**config.mk**
```make
export PLATFORM = sky130hd
export DESIGN_NAME = ysyx_210544_cache_split_unit
export DESIGN_NICKNAME = d
export VERILOG_FILES = /design/src/rtl/ysyx_210544_cache_split_unit.sv
export SDC_FILE = /design/constraint.sdc
export NUM_CORES = 1
export LEC_CHECK = 0
export ABC_CLOCK_PERIOD_IN_PS = 6300
export BUFFER_PORTS_ARGS = -buffer_cell sky130_fd_sc_hd__buf_2
export CORE_MARGIN = 1
export CORE_UTILIZATION = 61
export CTS_BUF_LIST = sky130_fd_sc_hd__clkbuf_8
export CTS_CLUSTER_DIAMETER = 100
export DETAILED_ROUTE_END_ITERATION = 8
export GPL_TIMING_DRIVEN = 1
export PLACE_DENSITY = 0.87
export SYNTH_ARGS = -nofsm -noshare
export SYNTH_HDL_FRONTEND = slang
export SYNTH_SLANG_ARGS = --single-unit
```
**constraint.sdc**
```tcl
create_clock -name clk -period 6.3 [get_ports clk]
set_clock_uncertainty 0.2 [all_clocks]
set_input_delay 0.63 -clock clk [delete_from_list [all_inputs] [get_ports clk]]
set_output_delay 0.63 -clock clk [all_outputs]
set_load 0.01 [all_outputs]
```
**src/rtl/ysyx_210544_cache_split_unit.sv**
```systemverilog
// Unaligned-access splitter between an LSU/IFU and a line-based cache.
// Latches one request, issues one or two downstream accesses so that no
// access crosses a SEG_BYTES boundary, then merges, masks and optionally
// sign-extends the read data before a one-cycle completion pulse.
module ysyx_210544_cache_split_unit #(
    parameter int ADDR_W     = 64,
    parameter int DATA_BYTES = 8,
    parameter int SEG_BYTES  = 16,
    parameter int CNT_W      = 32,
    localparam int DATA_W    = 8 * DATA_BYTES,
    localparam int SZ_W      = $clog2(DATA_BYTES),
    localparam int OFFS_W    = $clog2(SEG_BYTES)
) (
    input  logic              clk,
    input  logic              rst,
    input  logic              i_req,
    input  logic              i_op,
    input  logic [ADDR_W-1:0] i_addr,
    input  logic [SZ_W-1:0]   i_size,
    input  logic              i_signed,
    input  logic [DATA_W-1:0] i_wdata,
    output logic              o_ack,
    output logic              o_err,
    output logic [DATA_W-1:0] o_rdata,
    output logic              o_dn_req,
    output logic              o_dn_op,
    output logic [ADDR_W-1:0] o_dn_addr,
    output logic [SZ_W-1:0]   o_dn_size,
    output logic [DATA_W-1:0] o_dn_wdata,
    input  logic              i_dn_ack,
    input  logic              i_dn_err,
    input  logic [DATA_W-1:0] i_dn_rdata,
    output logic [CNT_W-1:0]  o_split_cnt
);

    typedef enum logic [1:0] {IDLE = 2'd0, REQ0 = 2'd1, REQ1 = 2'd2, DONE = 2'd3} state_t;

    state_t              state_q;
    logic                op_q, signed_q, cross_q;
    logic [SZ_W-1:0]     size_q, size0_q, size1_q;
    logic [ADDR_W-1:0]   addr1_q;
    logic [DATA_W-1:0]   wdata1_q, r0_q;
    logic                ack_q, err_q, dn_req_q, dn_op_q;
    logic [DATA_W-1:0]   rdata_q, dn_wdata_q;
    logic [ADDR_W-1:0]   dn_addr_q;
    logic [SZ_W-1:0]     dn_size_q;
    logic [CNT_W-1:0]    cnt_q;

    // Split computation for the request currently on the inputs.
    logic [OFFS_W:0]     end_d, room_d;
    logic                cross_d;
    logic [SZ_W-1:0]     size0_d, size1_d;
    logic [SZ_W+3:0]     sh0_d;
    logic [ADDR_W-1:0]   addr1_d;
    logic [DATA_W-1:0]   wdata1_d;

    // Merge path for the captured request.
    logic [SZ_W+3:0]     sh_r0_d;
    logic [DATA_W-1:0]   merged_d, fin_d;

    // Byte-enable mask covering the lowest nbytes bytes.
    function automatic logic [DATA_W-1:0] byte_mask(input logic [SZ_W:0] nbytes);
        logic [DATA_W-1:0] m;
        for (int b = 0; b < DATA_BYTES; b++) begin
            if ((SZ_W+1)'(b) < nbytes) begin
                m[8*b +: 8] = 8'hFF;
            end else begin
                m[8*b +: 8] = 8'h00;
            end
        end
        return m;
    endfunction

    // Replicate the top bit of a (sz+1)-byte value into the bytes above it.
    function automatic logic [DATA_W-1:0] sign_fill(input logic [DATA_W-1:0] d,
                                                    input logic [SZ_W-1:0] sz,
                                                    input logic en);
        logic [DATA_W-1:0] r;
        logic              msb;
        msb = d[{sz, 3'b111}];
        for (int b = 0; b < DATA_BYTES; b++) begin
            if (en && ((SZ_W)'(b) > sz)) begin
                r[8*b +: 8] = {8{msb}};
            end else begin
                r[8*b +: 8] = d[8*b +: 8];
            end
        end
        return r;
    endfunction

    // Work out whether the incoming request crosses a segment and how to cut it.
    always_comb begin
        end_d    = {1'b0, i_addr[OFFS_W-1:0]} + (OFFS_W+1)'(i_size);
        room_d   = (OFFS_W+1)'(SEG_BYTES - 1) - {1'b0, i_addr[OFFS_W-1:0]};
        cross_d  = (end_d >= (OFFS_W+1)'(SEG_BYTES));
        if (cross_d) begin
            size0_d = SZ_W'(room_d);
        end else begin
            size0_d = i_size;
        end
        size1_d  = i_size - size0_d - SZ_W'(1);
        sh0_d    = {({1'b0, size0_d} + (SZ_W+1)'(1)), 3'b000};
        wdata1_d = i_wdata >> sh0_d;
        addr1_d  = {i_addr[ADDR_W-1:OFFS_W] + (ADDR_W-OFFS_W)'(1), {OFFS_W{1'b0}}};
    end

    // Combine the downstream beats and produce the final aligned read value.
    always_comb begin
        sh_r0_d = {({1'b0, size0_q} + (SZ_W+1)'(1)), 3'b000};
        if (state_q == REQ1) begin
            merged_d = r0_q | (i_dn_rdata << sh_r0_d);
        end else begin
            merged_d = i_dn_rdata & byte_mask({1'b0, size0_q} + (SZ_W+1)'(1));
        end
        fin_d = sign_fill(merged_d & byte_mask({1'b0, size_q} + (SZ_W+1)'(1)), size_q, signed_q);
    end

    // Request sequencer: capture, issue beats, complete, and count splits.
    always_ff @(posedge clk) begin
        if (rst) begin
            state_q    <= IDLE;
            op_q       <= 1'b0;
            signed_q   <= 1'b0;
            cross_q    <= 1'b0;
            size_q     <= '0;
            size0_q    <= '0;
            size1_q    <= '0;
            addr1_q    <= '0;
            wdata1_q   <= '0;
            r0_q       <= '0;
            ack_q      <= 1'b0;
            err_q      <= 1'b0;
            rdata_q    <= '0;
            dn_req_q   <= 1'b0;
            dn_op_q    <= 1'b0;
            dn_addr_q  <= '0;
            dn_size_q  <= '0;
            dn_wdata_q <= '0;
            cnt_q      <= '0;
        end else begin
            case (state_q)
                IDLE: begin
                    if (i_req) begin
                        op_q       <= i_op;
                        signed_q   <= i_signed;
                        cross_q    <= cross_d;
                        size_q     <= i_size;
                        size0_q    <= size0_d;
                        size1_q    <= size1_d;
                        addr1_q    <= addr1_d;
                        wdata1_q   <= wdata1_d;
                        dn_req_q   <= 1'b1;
                        dn_op_q    <= i_op;
                        dn_addr_q  <= i_addr;
                        dn_size_q  <= size0_d;
                        dn_wdata_q <= i_wdata;
                        state_q    <= REQ0;
                        if (cross_d && (cnt_q != {CNT_W{1'b1}})) begin
                            cnt_q <= cnt_q + CNT_W'(1);
                        end
                    end
                end
                REQ0: begin
                    if (i_dn_ack) begin
                        dn_req_q <= 1'b0;
                        r0_q     <= merged_d;
                        if (i_dn_err || !cross_q) begin
                            ack_q   <= 1'b1;
                            err_q   <= i_dn_err;
                            state_q <= DONE;
                            if (!op_q && !i_dn_err) begin
                                rdata_q <= fin_d;
                            end
                        end else begin
                            dn_addr_q  <= addr1_q;
                            dn_size_q  <= size1_q;
                            dn_wdata_q <= wdata1_q;
                            state_q    <= REQ1;
                        end
                    end
                end
                REQ1: begin
                    // First cycle here keeps the request low between the two beats.
                    if (!dn_req_q) begin
                        dn_req_q <= 1'b1;
                    end else if (i_dn_ack) begin
                        dn_req_q <= 1'b0;
                        ack_q    <= 1'b1;
                        err_q    <= i_dn_err;
                        state_q  <= DONE;
                        if (!op_q && !i_dn_err) begin
                            rdata_q <= fin_d;
                        end
                    end
                end
                DONE: begin
                    ack_q   <= 1'b0;
                    err_q   <= 1'b0;
                    state_q <= IDLE;
                end
                default: begin
                    ack_q    <= 1'b0;
                    err_q    <= 1'b0;
                    dn_req_q <= 1'b0;
                    state_q  <= IDLE;
                end
            endcase
        end
    end

    assign o_ack       = ack_q;
    assign o_err       = err_q;
    assign o_rdata     = rdata_q;
    assign o_dn_req    = dn_req_q;
    assign o_dn_op     = dn_op_q;
    assign o_dn_addr   = dn_addr_q;
    assign o_dn_size   = dn_size_q;
    assign o_dn_wdata  = dn_wdata_q;
    assign o_split_cnt = cnt_q;

endmodule
```
# ---- After elaboration in Yosys (flattened, before gate mapping)
# Index checks and enable logic that the tools add are counted.
dict set report classes {
  addsub 9
  n_lt_le_gt_ge 26
  n_eq_ne 10
  shift 2
  n_mux 75
  bitwise_logic 3
  n_reduce_logical 27
}
# op n
set op_table {}
lappend op_table {{64-bit 2-to-1 mux} 12}
lappend op_table {{64-bit case mux with 2 select lines} 3}
lappend op_table {{8-bit 2-to-1 mux} 32}
lappend op_table {{64-bit AND} 2}
lappend op_table {{64-bit bitwise OR} 1}
lappend op_table {{64-bit by 7-bit << shifter with 64-bit output} 1}
lappend op_table {{64-bit by 7-bit right shift with 64-bit output} 1}
lappend op_table {{60-bit by 1-bit adder with 60-bit output, second input constant} 1}
lappend op_table {{32-bit by 1-bit adder with 32-bit output, second input constant} 1}
lappend op_table {{3-bit by 4-bit less-than comparator with 1-bit output, first input constant} 8}
lappend op_table {{32-bit != test, second input constant} 1}
lappend op_table {{1-bit by 4-bit less-than comparator with 1-bit output, first input constant} 4}
lappend op_table {{2-bit by 4-bit less-than comparator with 1-bit output, first input constant} 4}
lappend op_table {{1-bit 2-to-1 mux} 14}
lappend op_table {{3-bit by 1-bit adder with 4-bit output, second input constant} 3}
lappend op_table {{3-bit greater-than comparator, first input constant} 4}
lappend op_table {{3-bit 2-to-1 mux} 4}
lappend op_table {{2-bit != test, second input constant} 6}
lappend op_table {{1-bit logical AND} 10}
lappend op_table {{5-bit AND reduction} 2}
lappend op_table {{1-bit case mux with 3 select lines} 3}
lappend op_table {{2-bit 2-to-1 mux} 4}
lappend op_table {{2-bit case mux with 4 select lines} 1}
lappend op_table {{4-bit AND reduction} 2}
lappend op_table {{other kinds (19)} 28}
dict set report word_totals {
  register_bits 432
  inputBits 202
  output_inout_bits 231
  wordCells 170
}

# ---- Logic depth before layout (Yosys ltp)
dict set report depth {
  ltp_word 14
  mapped_depth 16
  mapped_depth_nobuf 9
}

# ---- Worst setup path before layout
# OpenSTA, ideal clock, no wires.
dict set report synth_timing {
  kind {input -> register}
  startpoint {input port i_addr[1]}
  endpoint {register size1_q[2]}
  setup_time_ns 0.091
  t_arrival_ns 3.179
  required_ns 6.009
  setup_slack_ns 2.830
  cell_stages 12
  path_buffers 3
  cell_sequence {ha_1 -> a31o_2 -> a21oi_1 -> o22ai_1 -> buf_2 -> buf_2 -> buf_2 -> ha_1 -> inv_1 -> fa_1 -> or3_1 -> a311oi_1}
}
dict set report synth_via {
  elab_chain_len 5
  elab_cells_between_ends 6
  classes_between {4 x add/sub; 1 x order compare; 1 x mux}
}
# item line
set synth_rtl {}
lappend synth_rtl {{start, declared} 18} ;# input logic [ADDR_W-1:0] i_addr,
lappend synth_rtl {{4-bit by 3-bit adder with 5-bit output} 93} ;# end_d = {1'b0, i_addr[OFFS_W-1:0]} + (OFFS_W+1)'(i_size);
lappend synth_rtl {{5-bit >= comparator} 95} ;# cross_d = (end_d >= (OFFS_W+1)'(SEG_BYTES));
lappend synth_rtl {{3-bit 2-to-1 mux *} 96} ;# if (cross_d) begin
lappend synth_rtl {{3-bit subtractor *} 101} ;# size1_d = i_size - size0_d - SZ_W'(1);
lappend synth_rtl {{3-bit by 1-bit subtractor with 3-bit output *} 101}
lappend synth_rtl {{end signal, assigned} 149} ;# size1_q <= size1_d;
lappend synth_rtl {{end, declared} 40} ;# logic [SZ_W-1:0] size_q, size0_q, size1_q;
# Every way passes the cells marked *; elsewhere a longest branch is shown, timed or not.
# A chain may end at the register's enable or synchronous reset.

# ---- Worst setup path after layout
dict set report layout_timing {
  startpoint {register size0_q[0]}
  endpoint {register rdata_q[51] (netlist: o_rdata[51])}
}
dict set report layout_via {
  elab_chain_len 14
  elab_cells_between_ends 39
  classes_between {1 x add/sub; 8 x order compare; 1 x shift; 26 x mux; 3 x bitwise}
}
# item line
set layout_rtl {}
lappend layout_rtl {{start, declared} 40}
lappend layout_rtl {{start signal, assigned} 148} ;# size0_q <= size0_d;
lappend layout_rtl {{3-bit by 1-bit adder with 4-bit output *} {109, 113}}
lappend layout_rtl {{branches (longest 4 deep; another with 64-bit by 7-bit << shifter with 64-bit output)} --}
lappend layout_rtl {{64-bit 2-to-1 mux *} 110} ;# if (state_q == REQ1) begin
lappend layout_rtl {{64-bit AND *} 115} ;# fin_d = sign_fill(merged_d & byte_mask({1'b0, size_q} + (SZ_W+1)'(1)), size_q, signed_q);
lappend layout_rtl {{1-bit binary-select mux with 3-bit select} 80} ;# msb = d[{sz, 3'b111}];
lappend layout_rtl {{1-bit 2-to-1 mux (implied by the code)} 80}
lappend layout_rtl {{8-bit 2-to-1 mux *} 82} ;# if (en && ((SZ_W)'(b) > sz)) begin
lappend layout_rtl {{64-bit 2-to-1 mux *} {171, 191}}
lappend layout_rtl {{64-bit 2-to-1 mux, on equally long branches} {186, 167}}
lappend layout_rtl {{64-bit 2-to-1 mux, on equally long branches} {184, 164}}
lappend layout_rtl {{64-bit case mux with 2 select lines *} 141} ;# case (state_q)
lappend layout_rtl {{end signal, assigned} 172} ;# rdata_q <= fin_d;
lappend layout_rtl {{end signal, assigned} 192} ;# rdata_q <= fin_d;
lappend layout_rtl {{end, declared} 44} ;# logic [DATA_W-1:0] rdata_q, dn_wdata_q;
# Every way passes the cells marked *. The select of a mux whose other input is x is not followed.

==> results.ini <==
[outcome]
outcome = complete, no violations

[synth]
synth-main-ff-cell = dfxtp_1
ys_warn_count = 0
synth_area_um2 = 21800
yosys.area.top_type = dfxtp_1
synth_common_cells = 462 x nor2_1, 424 x dfxtp_1, 253 x a211oi_1
yosysMostFrequentCell = nor2_1
synthArstFlopShare_pct = 0
syn_area_per_cell_um2 = 8.35
synth-edff-count = 0
synth.distinct_cells = 84
yosys-top-cells-area = dfxtp_1 39%, mux2i_1 9.0%, a211oi_1 8.7%, nor2_1 8.0%, nand2_1 4.1%
ys_seq_area_share_pct = 39.0
yosysTopAreaCellShare_pct = 39.0
synth_cells = 2609
synth_seq_cells = 424
synth_fp_nets = 2827

[power]
leakage_nw = 10.2
peakVddDrop_mv = 0.428
p_switching_mw = 4.84
p_int_mw = 6.64
power_mw = 11.5
p_per_area_nw_per_um2 = 454
p_seq_share_pct = 35.1
clkPwrFrac_pct = 20.9
p_comb_share_pct = 44.0
power.share.switching_pct = 42.2

[floorplan]
dieArea_um2 = 36500
num_rows = 68
core-area_um2 = 34900
die_height_um = 191
ioPinCount = 433
die_w_um = 191
start_util_pct = 62.5

[layout]
design_area_um2 = 25300
layout.area.seq_um2 = 8490
area_delta_synth_final_pct = 16.0
n_fill_cell = 2721
post-route-util_pct = 72.5
multi_input_area_um2 = 12400
final_layout_size_suffix_gt1_share_pct = 21.5
final_nets = 3147

[clock_tree]
cts.reportedPaths.clkPinSlew_ps = 60
ctsHoldBuffers = 0
clockBufferDepth = 3
cts_inserted_buffers = 71
ctsRootBufferMaster = clkbuf_8
insertion_delay_ps = 630
cts_resized = 0
cts_tree = built
clkSinkCount = 424
htreeDepth = 3
postCtsSetupBuffers = 0

[job]
maxCapViolCount = 0

[setup_path]
crit_buf_inv = 1
crit_required_ps = 6620
cp.arrival_ps = 5010
path_cells = inv_1 > ha_2 > nor2b_1 > a22o_1 > nand3_1 > a311o_1 > a31oi_4 > o211ai_2 > a211oi_1
cpPeakStageDelay_ps = 1000
slowest_stage = ha_2
worstSetupPathType = flop to flop
cpLargestDelayFamily = compound AO/OA/AOI/OAI gates
cp-end-kind = flop
crit_path_start_kind = flop
critPathMaxFanout = 47

[timing]
hold_viol_final = 0
setup_viol = 0
fin_crit_sh_pct = 74.6
fin_hold_ws_ps = 49.6
slew_viol_final = 0
setup_tns_ps = 0
fmax_mhz = 213
min_period_ps = 4700
worstMarginPinSlew_ps = 1290
slew_headroom_pct = 13.9
grt_setup_unrepaired = false

[global_route]
grt_pass1_vias = 20518
grt_pass1_wl_mm = 115
antenna_found_initial = 10
grt_max_degree = 196
track_usage_pct = 40.2
grt_overflow = 0

[placement]
placed_area_um2 = 23900
io_buffers = 432
place_congestion = 1.03
dp_hpwl_mm = 54.0

[hold_path]
hp-class = primary input to flop

[detailed_routing]
viasPerCell = 6.43
wl_per_cell_um = 22.0
wirelength_mm = 75.6
vias = 22066
drtPass1Iterations = 5
antenna_left = 0
drt_iter0_drc = 2369
drcViolationCount = 0

## routing by layer
metal | share of wire (%) | global-route usage (%)
met2 | 45 | 62.1
met4 | 4.1 | 18.6
met5 | 0.075 | 0
met1 | 40 | 52.1
met3 | 11 | 11.0
## power groups by stage
stage	Sequential, mW	Clock [mW]	Combinational, mW
floorplan	4.21	0	3.15
global placement	4.02	0	4.82
detailed placement	4.06	0	4.95
CTS	4.02	2.41	4.97
global route	4.10	2.53	5.48
finish	4.03	2.40	5.05
## stage by stage
| step | cells | setup WS (ps) |
|---|---|---|
| 4_1_cts | 3427 | 1700 |
| 2_1_floorplan | 2609 | 2830 |
| 6_report | 3433 | 1600 |
| 3_5_place_dp | 3311 | 1720 |
| 3_3_place_gp | 3311 | 1740 |
| 5_1_grt | 3431 | 1360 |
## worst reg2reg max path, delay by kind of cell (launching register included)
kind,cells,cell delay (ps)
and+or+nand+nor,2,880
DFF,1,320
AOI/OAI and AO/OA,5,1570
adders and majority gates,1,1000
buffers and inverters,1,630
## path summary, 6_finish.rpt
path / startpoint / depth (start not counted) / endpoint / slack (ps)
setup / recovery: size0_q[0] / 9 / o_rdata[51] / 1600
hold / removal: i_signed / 3 / signed_q / 50
setup reg to reg: size0_q[0] / 9 / o_rdata[51] / 1600
hold reg to reg: r0_q[18] / 2 / r0_q[18] / 250
## layout make-up
class,instances,area share (%)
Clock buffer,84,4.57
Timing Repair Buffer,452,9.24
Sequential cell,424,33.6
Multi-Input combinational cell,1955,49.2
Clock inverter,32,0.752
Inverter,25,0.371
Antenna cell,6,0.0594
Tap cell,455,2.25
## flip-flops by register name, indices dropped and copies added (netlist names)
name / count
o_err: 1
wdata1_q: 56
size1_q: 3
size_q: 3
o_dn_size: 3
o_rdata: 64
state_q: 2
o_ack: 1
addr1_q: 60
size0_q: 3
o_dn_op: 1
r0_q: 64
o_dn_wdata: 64
o_dn_addr: 64
o_split_cnt: 32
signed_q: 1
o_dn_req: 1
cross_q: 1
## placed cells by master (no fill, tap or decap), types with 18 or more instances in the layout
| cell | count |
|---|---|
| mux2i_1 | 195 |
| buf_4 | 19 |
| buf_2 | 431 |
| nand3_1 | 55 |
| xnor2_1 | 26 |
| mux2_2 | 32 |
| clkbuf_8 | 84 |
| xor2_1 | 44 |
| nor2_1 | 462 |
| nand4_1 | 33 |
| o21ai_0 | 82 |
| nand2_1 | 238 |
| nor3_1 | 41 |
| or3_1 | 18 |
| dfxtp_1 | 423 |
| a211oi_1 | 253 |
| inv_1 | 47 |
| a22oi_1 | 60 |
| a21oi_1 | 113 |
| and3_1 | 24 |
## logic make-up after synthesis
family	share of synthesized area, %
compound gates	22.2
mux	11.2
xor+xnor	2.81
fa+ha+maj	0.999
simple gates	19.4
flops	39.0
buf+inv	4.35
Note: power is estimated with default switching activity, not from simulation.
